$ cat src/rtl/joy_autoread.sv
// ---------------------------------------------------------------------------
// joy_autoread
//
// Automatic joypad reader. A START pulse (gated by ENABLE) begins one read:
// JOY_STRB is held high to latch both controllers, then 16 serial clock
// pulses shift out 16 bits per data line. Each bit is sampled just before the
// falling edge of its serial clock, inverted (pressed = 1) and shifted into a
// shadow register MSB-first. When the read finishes, all shadows are copied
// to the JOY*_DATA outputs in the same cycle and DONE pulses for one cycle.
//
// Parameters
//   STRB_CYCLES  JOY_STRB high time in CLK cycles (>= 2)
//   BIT_CYCLES   one full serial-clock period in CLK cycles (even, >= 4)
//
// Ports
//   CLK                 in   system clock, rising edge
//   RESET_N             in   asynchronous active-low reset
//   ENABLE              in   auto-read enable; START ignored while low
//   START               in   one-cycle read request
//   JOY_STRB            out  controller latch, active-high
//   JOY1_CLK, JOY2_CLK  out  serial clocks, idle high, identical
//   JOY1_DI, JOY2_DI    in   serial data [1:0], active-low
//   BUSY                out  read in progress
//   DONE                out  one-cycle pulse when results commit
//   JOY1..JOY4_DATA     out  results (JOY3/JOY4 from DI[1])
//
// Configuration
//   JOY_MULTITAP_EN  when defined, JOY3_DATA/JOY4_DATA are captured from
//                    JOY1_DI[1]/JOY2_DI[1]; otherwise they are constant 0.
//
// All pin outputs are registered from the next state so the controller
// lines never see decode glitches.
// ---------------------------------------------------------------------------
module joy_autoread #(
    parameter int STRB_CYCLES = 256,
    parameter int BIT_CYCLES  = 256
) (
    input  logic        CLK,
    input  logic        RESET_N,
    input  logic        ENABLE,
    input  logic        START,
    output logic        JOY_STRB,
    output logic        JOY1_CLK,
    output logic        JOY2_CLK,
    input  logic [1:0]  JOY1_DI,
    input  logic [1:0]  JOY2_DI,
    output logic        BUSY,
    output logic        DONE,
    output logic [15:0] JOY1_DATA,
    output logic [15:0] JOY2_DATA,
    output logic [15:0] JOY3_DATA,
    output logic [15:0] JOY4_DATA
);

    localparam int HALF_CYCLES = BIT_CYCLES / 2;
    localparam int MAX_CYCLES  = (STRB_CYCLES > HALF_CYCLES) ? STRB_CYCLES : HALF_CYCLES;
    // Counter holds at most MAX_CYCLES-1 (counts down to zero).
    localparam int CNT_W       = $clog2(MAX_CYCLES);

    localparam logic [CNT_W-1:0] STRB_LOAD = CNT_W'(STRB_CYCLES - 1);
    localparam logic [CNT_W-1:0] HALF_LOAD = CNT_W'(HALF_CYCLES - 1);

    typedef enum logic [2:0] {
        IDLE   = 3'd0,
        LATCH  = 3'd1,
        CLK_LO = 3'd2,
        CLK_HI = 3'd3,
        COMMIT = 3'd4
    } state_t;

    state_t           state_q, state_d;
    logic [CNT_W-1:0] phase_q, phase_d;
    logic [3:0]       bit_q, bit_d;
    logic             sample;

    logic             strb_q;
    logic             jclk_q;
    logic             busy_q;
    logic             done_q;

    logic [15:0]      sh1_q;
    logic [15:0]      sh2_q;
    logic [15:0]      data1_q;
    logic [15:0]      data2_q;

    // ------------------------------------------------------------------
    // Next-state logic
    // ------------------------------------------------------------------
    always_comb begin
        state_d = state_q;
        phase_d = phase_q;
        bit_d   = bit_q;
        sample  = 1'b0;

        case (state_q)
            IDLE: begin
                if (START && ENABLE) begin
                    state_d = LATCH;
                    phase_d = STRB_LOAD;
                    bit_d   = 4'd0;
                end
            end

            LATCH: begin
                if (phase_q == '0) begin
                    // Bit 0 is valid while the strobe is still high.
                    sample  = 1'b1;
                    state_d = CLK_LO;
                    phase_d = HALF_LOAD;
                end else begin
                    phase_d = phase_q - 1'b1;
                end
            end

            CLK_LO: begin
                if (phase_q == '0) begin
                    state_d = CLK_HI;
                    phase_d = HALF_LOAD;
                end else begin
                    phase_d = phase_q - 1'b1;
                end
            end

            CLK_HI: begin
                if (phase_q == '0) begin
                    if (bit_q == 4'd15) begin
                        // Sixteenth pulse done: all bits already captured.
                        state_d = COMMIT;
                        phase_d = '0;
                        bit_d   = 4'd0;
                    end else begin
                        sample  = 1'b1;
                        state_d = CLK_LO;
                        phase_d = HALF_LOAD;
                        bit_d   = bit_q + 4'd1;
                    end
                end else begin
                    phase_d = phase_q - 1'b1;
                end
            end

            COMMIT: begin
                state_d = IDLE;
                phase_d = '0;
                bit_d   = 4'd0;
            end

            default: begin
                state_d = IDLE;
                phase_d = '0;
                bit_d   = 4'd0;
            end
        endcase
    end

    // ------------------------------------------------------------------
    // State, counters and registered pin outputs
    // ------------------------------------------------------------------
    always_ff @(posedge CLK or negedge RESET_N) begin
        if (!RESET_N) begin
            state_q <= IDLE;
            phase_q <= '0;
            bit_q   <= 4'd0;
            strb_q  <= 1'b0;
            jclk_q  <= 1'b1;
            busy_q  <= 1'b0;
            done_q  <= 1'b0;
        end else begin
            state_q <= state_d;
            phase_q <= phase_d;
            bit_q   <= bit_d;
            strb_q  <= (state_d == LATCH);
            jclk_q  <= (state_d != CLK_LO);
            busy_q  <= (state_d == LATCH) || (state_d == CLK_LO) || (state_d == CLK_HI);
            done_q  <= (state_d == COMMIT);
        end
    end

    // ------------------------------------------------------------------
    // Shadow capture and atomic commit (ports 1 and 2)
    // Data is loaded on the edge entering COMMIT so it is visible in the
    // same cycle that DONE is high.
    // ------------------------------------------------------------------
    always_ff @(posedge CLK or negedge RESET_N) begin
        if (!RESET_N) begin
            sh1_q   <= '0;
            sh2_q   <= '0;
            data1_q <= '0;
            data2_q <= '0;
        end else begin
            if (sample) begin
                sh1_q <= {sh1_q[14:0], ~JOY1_DI[0]};
                sh2_q <= {sh2_q[14:0], ~JOY2_DI[0]};
            end
            if (state_d == COMMIT) begin
                data1_q <= sh1_q;
                data2_q <= sh2_q;
            end
        end
    end

`ifdef JOY_MULTITAP_EN
    logic [15:0] sh3_q;
    logic [15:0] sh4_q;
    logic [15:0] data3_q;
    logic [15:0] data4_q;

    always_ff @(posedge CLK or negedge RESET_N) begin
        if (!RESET_N) begin
            sh3_q   <= '0;
            sh4_q   <= '0;
            data3_q <= '0;
            data4_q <= '0;
        end else begin
            if (sample) begin
                sh3_q <= {sh3_q[14:0], ~JOY1_DI[1]};
                sh4_q <= {sh4_q[14:0], ~JOY2_DI[1]};
            end
            if (state_d == COMMIT) begin
                data3_q <= sh3_q;
                data4_q <= sh4_q;
            end
        end
    end

    assign JOY3_DATA = data3_q;
    assign JOY4_DATA = data4_q;
`else
    // Multitap lines are not read in this build.
    logic unused_di;
    assign unused_di = JOY1_DI[1] ^ JOY2_DI[1];

    assign JOY3_DATA = 16'h0000;
    assign JOY4_DATA = 16'h0000;
`endif

    assign JOY_STRB  = strb_q;
    assign JOY1_CLK  = jclk_q;
    assign JOY2_CLK  = jclk_q;
    assign BUSY      = busy_q;
    assign DONE      = done_q;
    assign JOY1_DATA = data1_q;
    assign JOY2_DATA = data2_q;

endmodule

$ cat config.mk
export PLATFORM = sky130hd
export DESIGN_NAME = joy_autoread
export DESIGN_NICKNAME = d
export VERILOG_FILES = /design/src/rtl/joy_autoread.sv
export SDC_FILE = /design/constraint.sdc
export NUM_CORES = 1
export LEC_CHECK = 0
export ABC_AREA = 1
export BUFFER_PORTS_ARGS = -buffer_cell sky130_fd_sc_hd__buf_2
export CORE_MARGIN = 8
export CORE_UTILIZATION = 45
export CTS_CLUSTER_DIAMETER = 120
export DETAILED_ROUTE_END_ITERATION = 7
export PLACE_DENSITY = 0.78
export SKIP_CTS_REPAIR_TIMING = 1
export SLEW_MARGIN = 0
export SYNTH_ARGS = -nofsm -noshare
export SYNTH_HDL_FRONTEND = slang
export SYNTH_SLANG_ARGS = --single-unit
$ cat constraint.sdc
create_clock -name CLK -period 1.65 [get_ports CLK]
set_input_delay 0 -clock CLK [delete_from_list [all_inputs] [get_ports CLK]]
set_output_delay 0 -clock CLK [all_outputs]
set_load 0.01 [all_outputs]
After elaboration in Yosys (flattened, before gate mapping)
Cells that the tools add are included.
{ "word_totals": {"reg_bits": 83, "input_bits": 8, "output_inout_bits": 69, "wordCells": 53} }
{ "classes": {"addsub": 2, "eq_ne": 11, "n_mux": 19, "bitwise_logic": 3, "reduce_logical": 7} }
{ "ops": {"columns": ["op", "n"], "rows": [
  ["$mux 8", 3],
  ["$pmux 8 s3", 1],
  ["$mux 3", 5],
  ["$eq 3x2->1 const B", 4],
  ["$mux 4", 3],
  ["$pmux 3 s4", 1],
  ["$pmux 4 s3", 1],
  ["$logic_not 8->1", 1],
  ["$sub 8x1->8 const B", 1],
  ["$mux 7", 1],
  ["$eq 3x1->1 const B", 2],
  ["$add 4x1->4 const B", 1],
  ["$eq 4x4->1 const B", 1],
  ["$ne 2x2->1 const B", 2],
  ["$eq 3x3->1 const B", 1],
  ["$logic_not 3->1", 1],
  ["$mux 1", 3],
  ["$ne 3x2->1 const B", 1],
  ["$not 1->1", 3],
  ["$reduce_and 3->1", 1],
  ["$logic_or 1x1->1", 2],
  ["$pmux 1 s2", 1],
  ["$reduce_or 2->1", 1],
  ["$logic_and 1x1->1", 1]
]} }

Logic depth before layout (Yosys ltp)
Gate-level depths: netlist of run 1.
{ "depth": {"depth_word": 7, "ltp_mapped": 10, "depth_no_buf": 9} }

Worst setup path after synthesis of run 1
Ideal clock, no wire load.
{ "synth_path": {"path_type": "register -> register", "from": "reg phase_q[0]", "to": "reg sh1_q[10]", "setup_time_ps": 117, "t_arrival_ps": 1519, "required_time_ps": 1533, "path_slack_ps": 13, "path_stages_with_launch": 10, "n_path_buf": 1, "synth_period_minus_slack_ps": 1637, "path_cell_list": "dfrtp_1 -> inv_1 -> ha_1 -> nor3b_2 -> nand3_2 -> nor2_2 -> nor2_4 -> buf_6 -> nand2_1 -> o21ai_2"} }
{ "synth_via": {"elab_chain_len": 3, "elab_cells_between_ends": 4, "classes_between": "3 x mux; 1 x reduce/logical"} }
{ "synth_lines": {"columns": ["item", "line_no", "source"], "rows": [
  ["from (decl)", "72", "logic [CNT_W-1:0] phase_q, phase_d;"],
  ["from (signal assigned)", "170", "phase_q <= phase_d;"],
  ["$logic_not 8->1 (*)", "105, 125", null],
  ["$mux 1, on equally long branches", "125, 105", null],
  ["$pmux 1 s2 (*)", "95", "case (state_q)"],
  ["to (signal assigned)", "192", "sh1_q <= {sh1_q[14:0], ~JOY1_DI[0]};"],
  ["to (decl)", "81", "logic [15:0] sh1_q;"]
]} }
Every way passes the cells marked *; elsewhere a longest branch is shown, timed or not.
A chain may end at the register's enable or synchronous reset.

Worst setup path in the final report of run 1
{ "layout_path": {"from": "reg phase_q[1]", "to": "reg sh2_q[1]"} }
{ "layout_via": {"elab_chain_len": 3, "elab_cells_between_ends": 4, "classes_between": "3 x mux; 1 x reduce/logical"} }
{ "layout_lines": {"columns": ["item", "line_no", "source"], "rows": [
  ["$logic_not 8->1 (*)", "105, 125", null],
  ["$mux 1, on equally long branches", "125, 105", null],
  ["$pmux 1 s2 (*)", "95", null],
  ["to (signal assigned)", "193", "sh2_q <= {sh2_q[14:0], ~JOY2_DI[0]};"],
  ["to (decl)", "82", "logic [15:0] sh2_q;"]
]} }
Marked as above.

==> flow_summary.toml, run 1 <==
[global_route]
grt_pass1_vias = 3000
grt_max_degree = 49
grt_pass1_wl_um = 13300
antenna_found_initial = 0
grt.overflow.total = 0
grt_use_total_pct = 12.7

[placed_design]
dp_hpwl_um = 5400
preCtsSetupSlack_ns = -0.137
io_buffer_count = 42
dp.cells = 618
place_congestion = 0.839
dpl_cell_area_um2 = 4350

[timing]
fmax_ghz = 0.573
fin_crit_sh_pct = 106
worst_slack_ns = -0.0938
fin_skew_ns = 0.00717
rsz0062_at_grt = "true"
hold_violations = 0
setup_viol = 32
period_minus_slack_ns = 1.74
drv_slew = 0

[cts]
clock_tree.buffer_depth = 2
htree_levels = 3
cts_sinks = 83
cts_tree = "built"
path_clk_slew_ns = 0.08
numCtsBuffers = 9
insertion_delay_ns = 0.35
cts_root_buf = "clkbuf_8"

[setup_path]
slowest_delay_ns = 0.39
crit_path_max_fanout = 18
cp.required_ns = 1.89
cp_top_family = "simple AND/OR/NAND/NOR gates"
path_buf_inv = 2
cp-start-kind = "register"
endpoint_kind = "register"
crit_type = "reg -> reg"
cp.arrival_ns = 1.98
path_cells = "inv_2 > ha_4 > nor3b_4 > nand3_4 > nor2_4 > nor2_4 > clkbuf_16 > nand2_1 > o21ai_1"
crit_path_frequent_cell = "nor2_4"
critPathSlowestCell = "dfrtp_1"

[pwr]
p_per_area_nw_per_um2 = 1290
seqPwrFrac_pct = 40.6
p_leak_nw = 2.70
switchingPower_w = 0.00221
power.internal_w = 0.00407
ir_drop_mv = 0.583
p_comb_share_pct = 34.3
netSwitchingFraction_pct = 35.2
p_clk_share_pct = 25.0

[route]
detail-route-antenna-nets = 0
routed_wl_um = 8090
dr.pass1.iters = 4
avgViaCountPerCell = 4.66
drt_iter0_drc = 129
wl_met3_um = 593
highest_layer = "met4"
vias = 3003
m1WireLength_um = 3600
wl_per_cell_um = 12.5
drc = 0
route.met2.wl_um = 3830

[cells_and_area]
postLayoutCellArea_um2 = 4860
nets = 543
multi_input_area_um2 = 1510
layout.cells.most_common = "nand2_1"
layout.cells.non_filler = 645
fillCellCount = 748
drive_gt1_share_pct = 29.8
seq_area_um2 = 2080
n_antenna_cell = 0
area_growth_syn_to_layout_pct = 20.7
final_cell_mix = "nand2_1 (86), dfrtp_1 (79), inv_1 (75)"

[outcome]
violations = "setup timing"
status = "finished with violations"

[floorplan]
die_area_um2 = 12200
rows = 34
io_pins = 77
start_util_pct = 46.4
fp.dieW_um = 111
die_h_um = 111
coreArea_um2 = 8680

[synthesis]
synth_cell_types = 28
syn_inst = 456
ys_ff_latch = 83
syn_area_um2 = 4030
synth_area_per_cell_um2 = 8.83
ys_seq_area_share_pct = 51.6
synth_warnings = 0

[run]
cap_viol_max_count = 0

[worst_hold_path]
min_path_type = "in -> reg"
final timing paths:
| path | slack [ns] | to | depth (start not counted) | startpoint |
|---|---|---|---|---|
| min in group asynchronous | 0.16 | JOY1_DATA[7] | 2 | RESET_N |
| min reg2reg | 0.48 | JOY2_DATA[3] | 2 | JOY2_DATA[3] |
| max | -0.09 | sh2_q[1] | 9 | phase_q[1] |
| max in group asynchronous | 0.89 | sh2_q[12] | 3 | RESET_N |
| max reg2reg | -0.09 | sh2_q[1] | 9 | phase_q[1] |
| min | 0.09 | JOY_STRB | 5 | ENABLE |
cell usage after synthesis:
cell type	instances	area, um2
nor2_4	4	45.0
nand3_2	2	20.0
a21oi_1	32	160
xnor2_1	1	8.76
nand4_1	1	6.26
buf_6	11	124
nor3b_2	1	12.5
nand2_2	1	6.26
o21ai_1	2	10.0
dfstp_2	1	26.3
nor2_1	46	173
o21ai_0	8	40.0
conb_1	1	3.75
or2_2	1	6.26
buf_4	33	248
inv_2	1	3.75
ha_1	2	25.0
nor3_1	1	5.00
xor2_1	3	26.3
nor2_2	2	12.5
clkbuf_1	2	7.51
o21ai_2	32	280
nand3b_1	2	15.0
o211ai_1	1	7.51
dfrtp_1	82	2050
nand2_1	94	353
nand3_1	11	55.1
inv_1	78	293
kinds of logic after synthesis:
group / share of synthesized area [%]
xor+xnor: 0.871
simple gates: 17.6
fa+ha+maj: 0.622
compound gates: 12.4
flops: 51.6
buf+inv: 16.8
other cells: 0.0932
metal layers:
metal / track usage (%) / vias to the layer above
li1: - / 1485
met1: 15.0 / 1437
met2: 20.3 / 73
met3: 5.84 / 8
met4: 3.51 / 0
met5: 0 / -
layout make-up:
class                   count  share of cell area, %
flip-flops and latches     83                   42.9
clock inverters             6                   1.85
inverters                  79                   6.11
repair buffers             81                   12.7
well taps                 108                   2.78
multi-input cells         279                   31.2
clock buffers               9                   2.55
sequential cells by signal, indices dropped and copies added (netlist names):
name / cells
bit_q: 4
JOY1_CLK: 1
phase_q: 8
JOY1_DATA: 16
state_q: 3
sh2_q: 16
JOY_STRB: 1
sh1_q: 16
BUSY: 1
JOY2_DATA: 16
DONE: 1
per-stage QoR:
| step | setup TNS [ns] | hold slack, ns | total power, W | utilization (%) |
|---|---|---|---|---|
| floorplan | 0 | -0.296 | 0.00377 | - |
| finish | -1.28 | 0.0928 | 0.00628 | 56.0 |
| global placement | -0.0627 | -0.00867 | 0.00418 | 50.1 |
| global route | -5.54 | 0.131 | 0.00671 | 56.0 |
| detailed placement | -2.76 | -0.000521 | 0.00427 | 50.1 |
| CTS | -3.20 | -0.392 | 0.00587 | 52.6 |
worst register-to-register path, delay by kind of cell, from the launching register on:
family          cells  cell delay [ns]
fa+ha+maj           1             0.14
compound gates      1             0.07
flops               1             0.39
simple gates        5             0.76
buf+inv             2             0.28
power groups by stage:
stage | Sequential, W | Combinational [W] | Clock (W)
5_1_grt | 0.00259 | 0.00243 | 0.00169
4_1_cts | 0.00250 | 0.00174 | 0.00162
6_report | 0.00255 | 0.00215 | 0.00157
3_5_place_dp | 0.00253 | 0.00174 | 0
3_3_place_gp | 0.00252 | 0.00166 | 0
2_1_floorplan | 0.00253 | 0.00124 | 0
No activity file was read; power rests on OpenSTA's default activity.
==> inputs of run 2 (changes only) <==
--- a/config.mk
+++ b/config.mk
@@ -7,6 +7,7 @@
 export LEC_CHECK = 0
 export ABC_AREA = 1
 export BUFFER_PORTS_ARGS = -buffer_cell sky130_fd_sc_hd__buf_2
+export CORE_ASPECT_RATIO = 1.75
 export CORE_MARGIN = 8
 export CORE_UTILIZATION = 45
 export CTS_CLUSTER_DIAMETER = 120
==> constraint.sdc (replaced) <==
create_clock -name CLK -period 1.65 [get_ports CLK]
set_input_delay 0 -clock CLK [delete_from_list [all_inputs] [get_ports CLK]]
set_output_delay 0 -clock CLK [all_outputs]
set_load 0.1 [all_outputs]
==> flow_summary.toml, run 2 (same netlist as run 1, synthesis figures left out) <==
[route]
dr.pass1.iters = 4
avgViaCountPerCell = 4.65
routed_wl_um = 8760
drt_iter0_drc = 86
detail-route-antenna-nets = 0
drc = 0
wl_per_cell_um = 13.5
vias = 3028

[cts]
cts_sinks = 83
numCtsBuffers = 9
cts_root_buf = "clkbuf_16"
cts_tree = "built"
insertion_delay_ns = 0.33
htree_levels = 3
clock_tree.buffer_depth = 2
path_clk_slew_ns = 0.06

[outcome]
status = "finished with violations"
violations = "setup timing"

[pwr]
ir_drop_mv = 0.729
switchingPower_w = 0.00266
seqPwrFrac_pct = 37.0
p_clk_share_pct = 27.1
p_leak_nw = 2.75
p_per_area_nw_per_um2 = 1370
netSwitchingFraction_pct = 38.6
power.internal_w = 0.00422
p_comb_share_pct = 35.9

[run]
cap_viol_max_count = 0

[global_route]
grt_use_total_pct = 13.4
use_met3_pct = 3.55
grt_pass1_vias = 2956
grt.overflow.total = 0
grt_busiest_layer = "met2"
grt_max_degree = 67
grt_pass1_wl_um = 13100
use_met1_pct = 14.1
met2_usage_pct = 23.5
antenna_found_initial = 0

[setup_path]
cp-start-kind = "register"
cp.arrival_ns = 1.94
worstReg2RegStart = "phase_q[1]"
rrSetupSlack_ns = -0.07
r2r-end = "sh2_q[4]"
endpoint_kind = "register"
ff2ff_path_depth = 10
cp-startpoint = "phase_q[1]"
crit_type = "reg -> reg"
crit_path_max_fanout = 16
endpoint = "sh2_q[4]"
cp.required_ns = 1.87

[cells_and_area]
nets = 539
layout.cells.most_common = "dfrtp_1"
drive_gt1_share_pct = 31.6
final_cell_mix = "dfrtp_1 (82), inv_1 (76), nand2_1 (71)"
n_antenna_cell = 0
area_growth_syn_to_layout_pct = 24.5

[timing]
hold_violations = 0
fmax_ghz = 0.583
rsz0062_at_grt = "true"
setup_viol = 55
drv_slew = 0
setup_tns_ns = -2.11
fin_skew_ns = 0.00243
whs_ns = 0.0927
period_minus_slack_ns = 1.72
fin_crit_sh_pct = 104
worst_slack_ns = -0.0661

[placed_design]
place_congestion = 0.774
io_buffer_count = 42
dp_hpwl_um = 5540

[floorplan]
start_util_pct = 46.4
die_area_um2 = 12300
rows = 45
coreArea_um2 = 8670
fp.dieW_um = 87.5
io_pins = 77
die_h_um = 141

[worst_hold_path]
min_path_type = "in -> reg"
==> run 2: cell count changes in the layout (fill, tap and decap cells not counted), moves of 4 or more <==
cell / before / now
buf_12: 3 / 7
buf_4: 25 / 20
buf_6: 6 / 1
clkbuf_16: 2 / 14
clkbuf_8: 9 / 2
nand2_1: 86 / 71
nand2_2: 8 / 23
==> run 2: area by class of cell <==
| type | count | area (um2) |
|---|---|---|
| inverters | 79 | 297 |
| flip-flops and latches | 83 | 2080 |
| clock inverters | 2 | 10.0 |
| fillers | 739 | 3660 |
| multi-input cells | 279 | 1550 |
| repair buffers | 77 | 662 |
| clock buffers | 14 | 264 |
| well taps | 117 | 146 |
==> run 2: how the worst min path moves through the flow <==
stage	from	cells after the start	slack (ns)	endpoint
after floorplan	RESET_N	0	-0.30	BUSY
after global placement	RESET_N	1	-0.06	phase_q[6]
after detailed placement	RESET_N	1	-0.05	phase_q[2]
after CTS	RESET_N	1	-0.41	phase_q[2]
after global routing	ENABLE	5	0.13	JOY_STRB
final	ENABLE	5	0.09	JOY_STRB
==> run 2: worst max-delay path, stage by stage, from the launching register on <==
cell and delay (ns):
dfrtp_1 0.39, inv_2 0.08, ha_4 0.14, nor3b_4 0.23, nand3_4 0.14, nor2_4 0.16, nor2_4 0.05, buf_12 0.14
buf_12 0.15, nand2_1 0.07, o21ai_2 0.05
==> run 2: layer usage <==
layer / share of wire, % / vias up
met1: 39 / 1470
met4: 2.2 / 0
met5: 0 / -
met3: 4.6 / 17
li1: - / 1472
met2: 55 / 69
==> run 2: power by group through the flow <==
stage                     Sequential, W  Clock (W)  Combinational, W
after floorplan                 0.00267          0           0.00160
after global placement          0.00253          0           0.00217
after detailed placement        0.00255          0           0.00223
after CTS                       0.00251    0.00190           0.00225
after global routing            0.00258    0.00199           0.00273
final                           0.00255    0.00186           0.00247
==> run 2: metrics by stage <==
step | cell area [um2] | std cells | worst slack [ns] | util [%] | total power [W]
2_1_floorplan | 4140 | 487 | 0.0134 | - | 0.00427
3_3_place_gp | 4370 | 623 | -0.0349 | 50.4 | 0.00471
3_5_place_dp | 4370 | 623 | -0.0421 | 50.4 | 0.00478
4_1_cts | 4640 | 639 | -0.0912 | 53.5 | 0.00666
5_1_grt | 5010 | 651 | -0.157 | 57.8 | 0.00730
6_report | 5010 | 651 | -0.0661 | 57.8 | 0.00688
==> inputs of run 3 (changes only) <==
--- a/config.mk
+++ b/config.mk
@@ -13,7 +13,6 @@
 export CTS_CLUSTER_DIAMETER = 120
 export DETAILED_ROUTE_END_ITERATION = 7
 export PLACE_DENSITY = 0.78
-export SKIP_CTS_REPAIR_TIMING = 1
 export SLEW_MARGIN = 0
 export SYNTH_ARGS = -nofsm -noshare
 export SYNTH_HDL_FRONTEND = slang
==> constraint.sdc (replaced) <==
create_clock -name CLK -period 1.65 [get_ports CLK]
set_input_delay 0.2475 -clock CLK [delete_from_list [all_inputs] [get_ports CLK]]
set_output_delay 0.2475 -clock CLK [all_outputs]
set_load 0.1 [all_outputs]
==> flow_summary.toml, run 3 (same netlist as run 1, synthesis figures left out) <==
[outcome]
status = "finished with violations"
violations = "setup timing"

[floorplan]
start_util_pct = 46.4
coreArea_um2 = 8670
die_h_um = 141
die_area_um2 = 12300
rows = 45
io_pins = 77
fp.dieW_um = 87.5

[timing]
hold_violations = 0
fin_skew_ns = 0.0109
fmax_ghz = 0.571
whs_ns = 0.0776
setup_viol = 33
period_minus_slack_ns = 1.75
rsz0062_at_grt = "true"
fin_crit_sh_pct = 106
drv_slew = 0
worst_slack_ns = -0.102

[pwr]
ir_drop_mv = 0.909
p_leak_nw = 2.72
fin_total_pwr_w = 0.00738
p_per_area_nw_per_um2 = 1500

[setup_path]
cp.arrival_ns = 1.98
endpoint_kind = "register"
crit_type = "reg -> reg"
cp-start-kind = "register"
crit_path_max_fanout = 13
cp.required_ns = 1.88

[placed_design]
io_buffer_count = 42
place_congestion = 0.875
dp_hpwl_um = 5690

[cts]
clock_tree.buffer_depth = 2
cts_sinks = 83
cts_tree = "built"
numCtsBuffers = 9
htree_levels = 3
insertion_delay_ns = 0.34
path_clk_slew_ns = 0.07
cts_root_buf = "clkbuf_16"

[route]
routed_wl_um = 8250
wl_per_cell_um = 12.9
avgViaCountPerCell = 4.63
drt_iter0_drc = 199
detail-route-antenna-nets = 0
dr.pass1.iters = 4
drc = 0
vias = 2965

[cells_and_area]
fillCellCount = 774
drive_gt1_share_pct = 31.7
area_growth_syn_to_layout_pct = 22.6
layout.cells.most_common = "dfrtp_1"
multi_input_area_um2 = 1540
seq_area_um2 = 2080
nets = 529
final_cell_mix = "dfrtp_1 (80), inv_1 (76), nand2_1 (69)"
finish.utilization_pct = 56.9
n_antenna_cell = 0

[global_route]
grt_pass1_wl_um = 13600
grt_pass1_vias = 3078
grt_use_total_pct = 13.9
antenna_found_initial = 0
grt.overflow.total = 0
grt_max_degree = 67

[worst_hold_path]
min_path_type = "in -> reg"

[run]
cap_viol_max_count = 0
## run 3: per-stage QoR
step	TNS, ns	instances	instance area [um2]	setup slack, ns
CTS	-0.402	635	4740	-0.0286
finish	-2.67	641	4930	-0.102
detailed placement	-2.84	617	4310	-0.125
global placement	-0.450	617	4310	-0.0216
global route	-10.71	641	4930	-0.201
floorplan	0	487	4140	0.0134
## run 3: power by group
group / switching (W) / internal (W)
Combinational: 0.00168 / 0.000772
Clock: 0.000825 / 0.00153
Sequential: 0.000271 / 0.00231
## run 3: path summary, 6_finish.rpt
check	from	endpoint	slack, ns	cells past startpoint
worst max register to register	phase_q[0]	sh1_q[12]	-0.10	10
worst min-delay path	JOY1_DI[0]	sh1_q[0]	0.08	2
max in group asynchronous	RESET_N	JOY1_CLK	0.72	3
min in group asynchronous	RESET_N	state_q[2]	0.36	2
worst max-delay path	phase_q[0]	sh1_q[12]	-0.10	10
worst min register to register	JOY2_DATA[11]	JOY2_DATA[11]	0.47	2
## run 3: timing repair
item,in CTS,in global routing
resized for setup,17,31
pin swaps,4,6
hold buffers,1,0
cloned,0,2
buffers inserted,1,4
hold endpoints to repair,21,0
setup endpoints to repair,52,78
## run 3: routing by layer
layer	global-route usage, %	vias up	wire [um]
li1	-	1455	-
met1	14.0	1398	3180
met2	24.4	92	4330
met5	0	-	0
met3	3.61	20	517
met4	8.30	0	227
## run 3: layout make-up
class,instances,share of cell area [%]
Clock buffer,11,4.92
Clock inverter,5,2.18
Inverter,79,6.01
Multi-Input combinational cell,279,31.2
Sequential cell,83,42.2
Tap cell,117,2.97
Timing Repair Buffer,67,10.6
## run 3: critical path: stages, from the launching register on
cell,delay [ns]
dfrtp_1,0.39
inv_2,0.09
ha_4,0.15
nor3b_4,0.24
nand3_4,0.14
nor2_4,0.15
nor2_4,0.05
buf_12,0.14
buf_12,0.15
nand2_1,0.07
o21ai_2,0.06
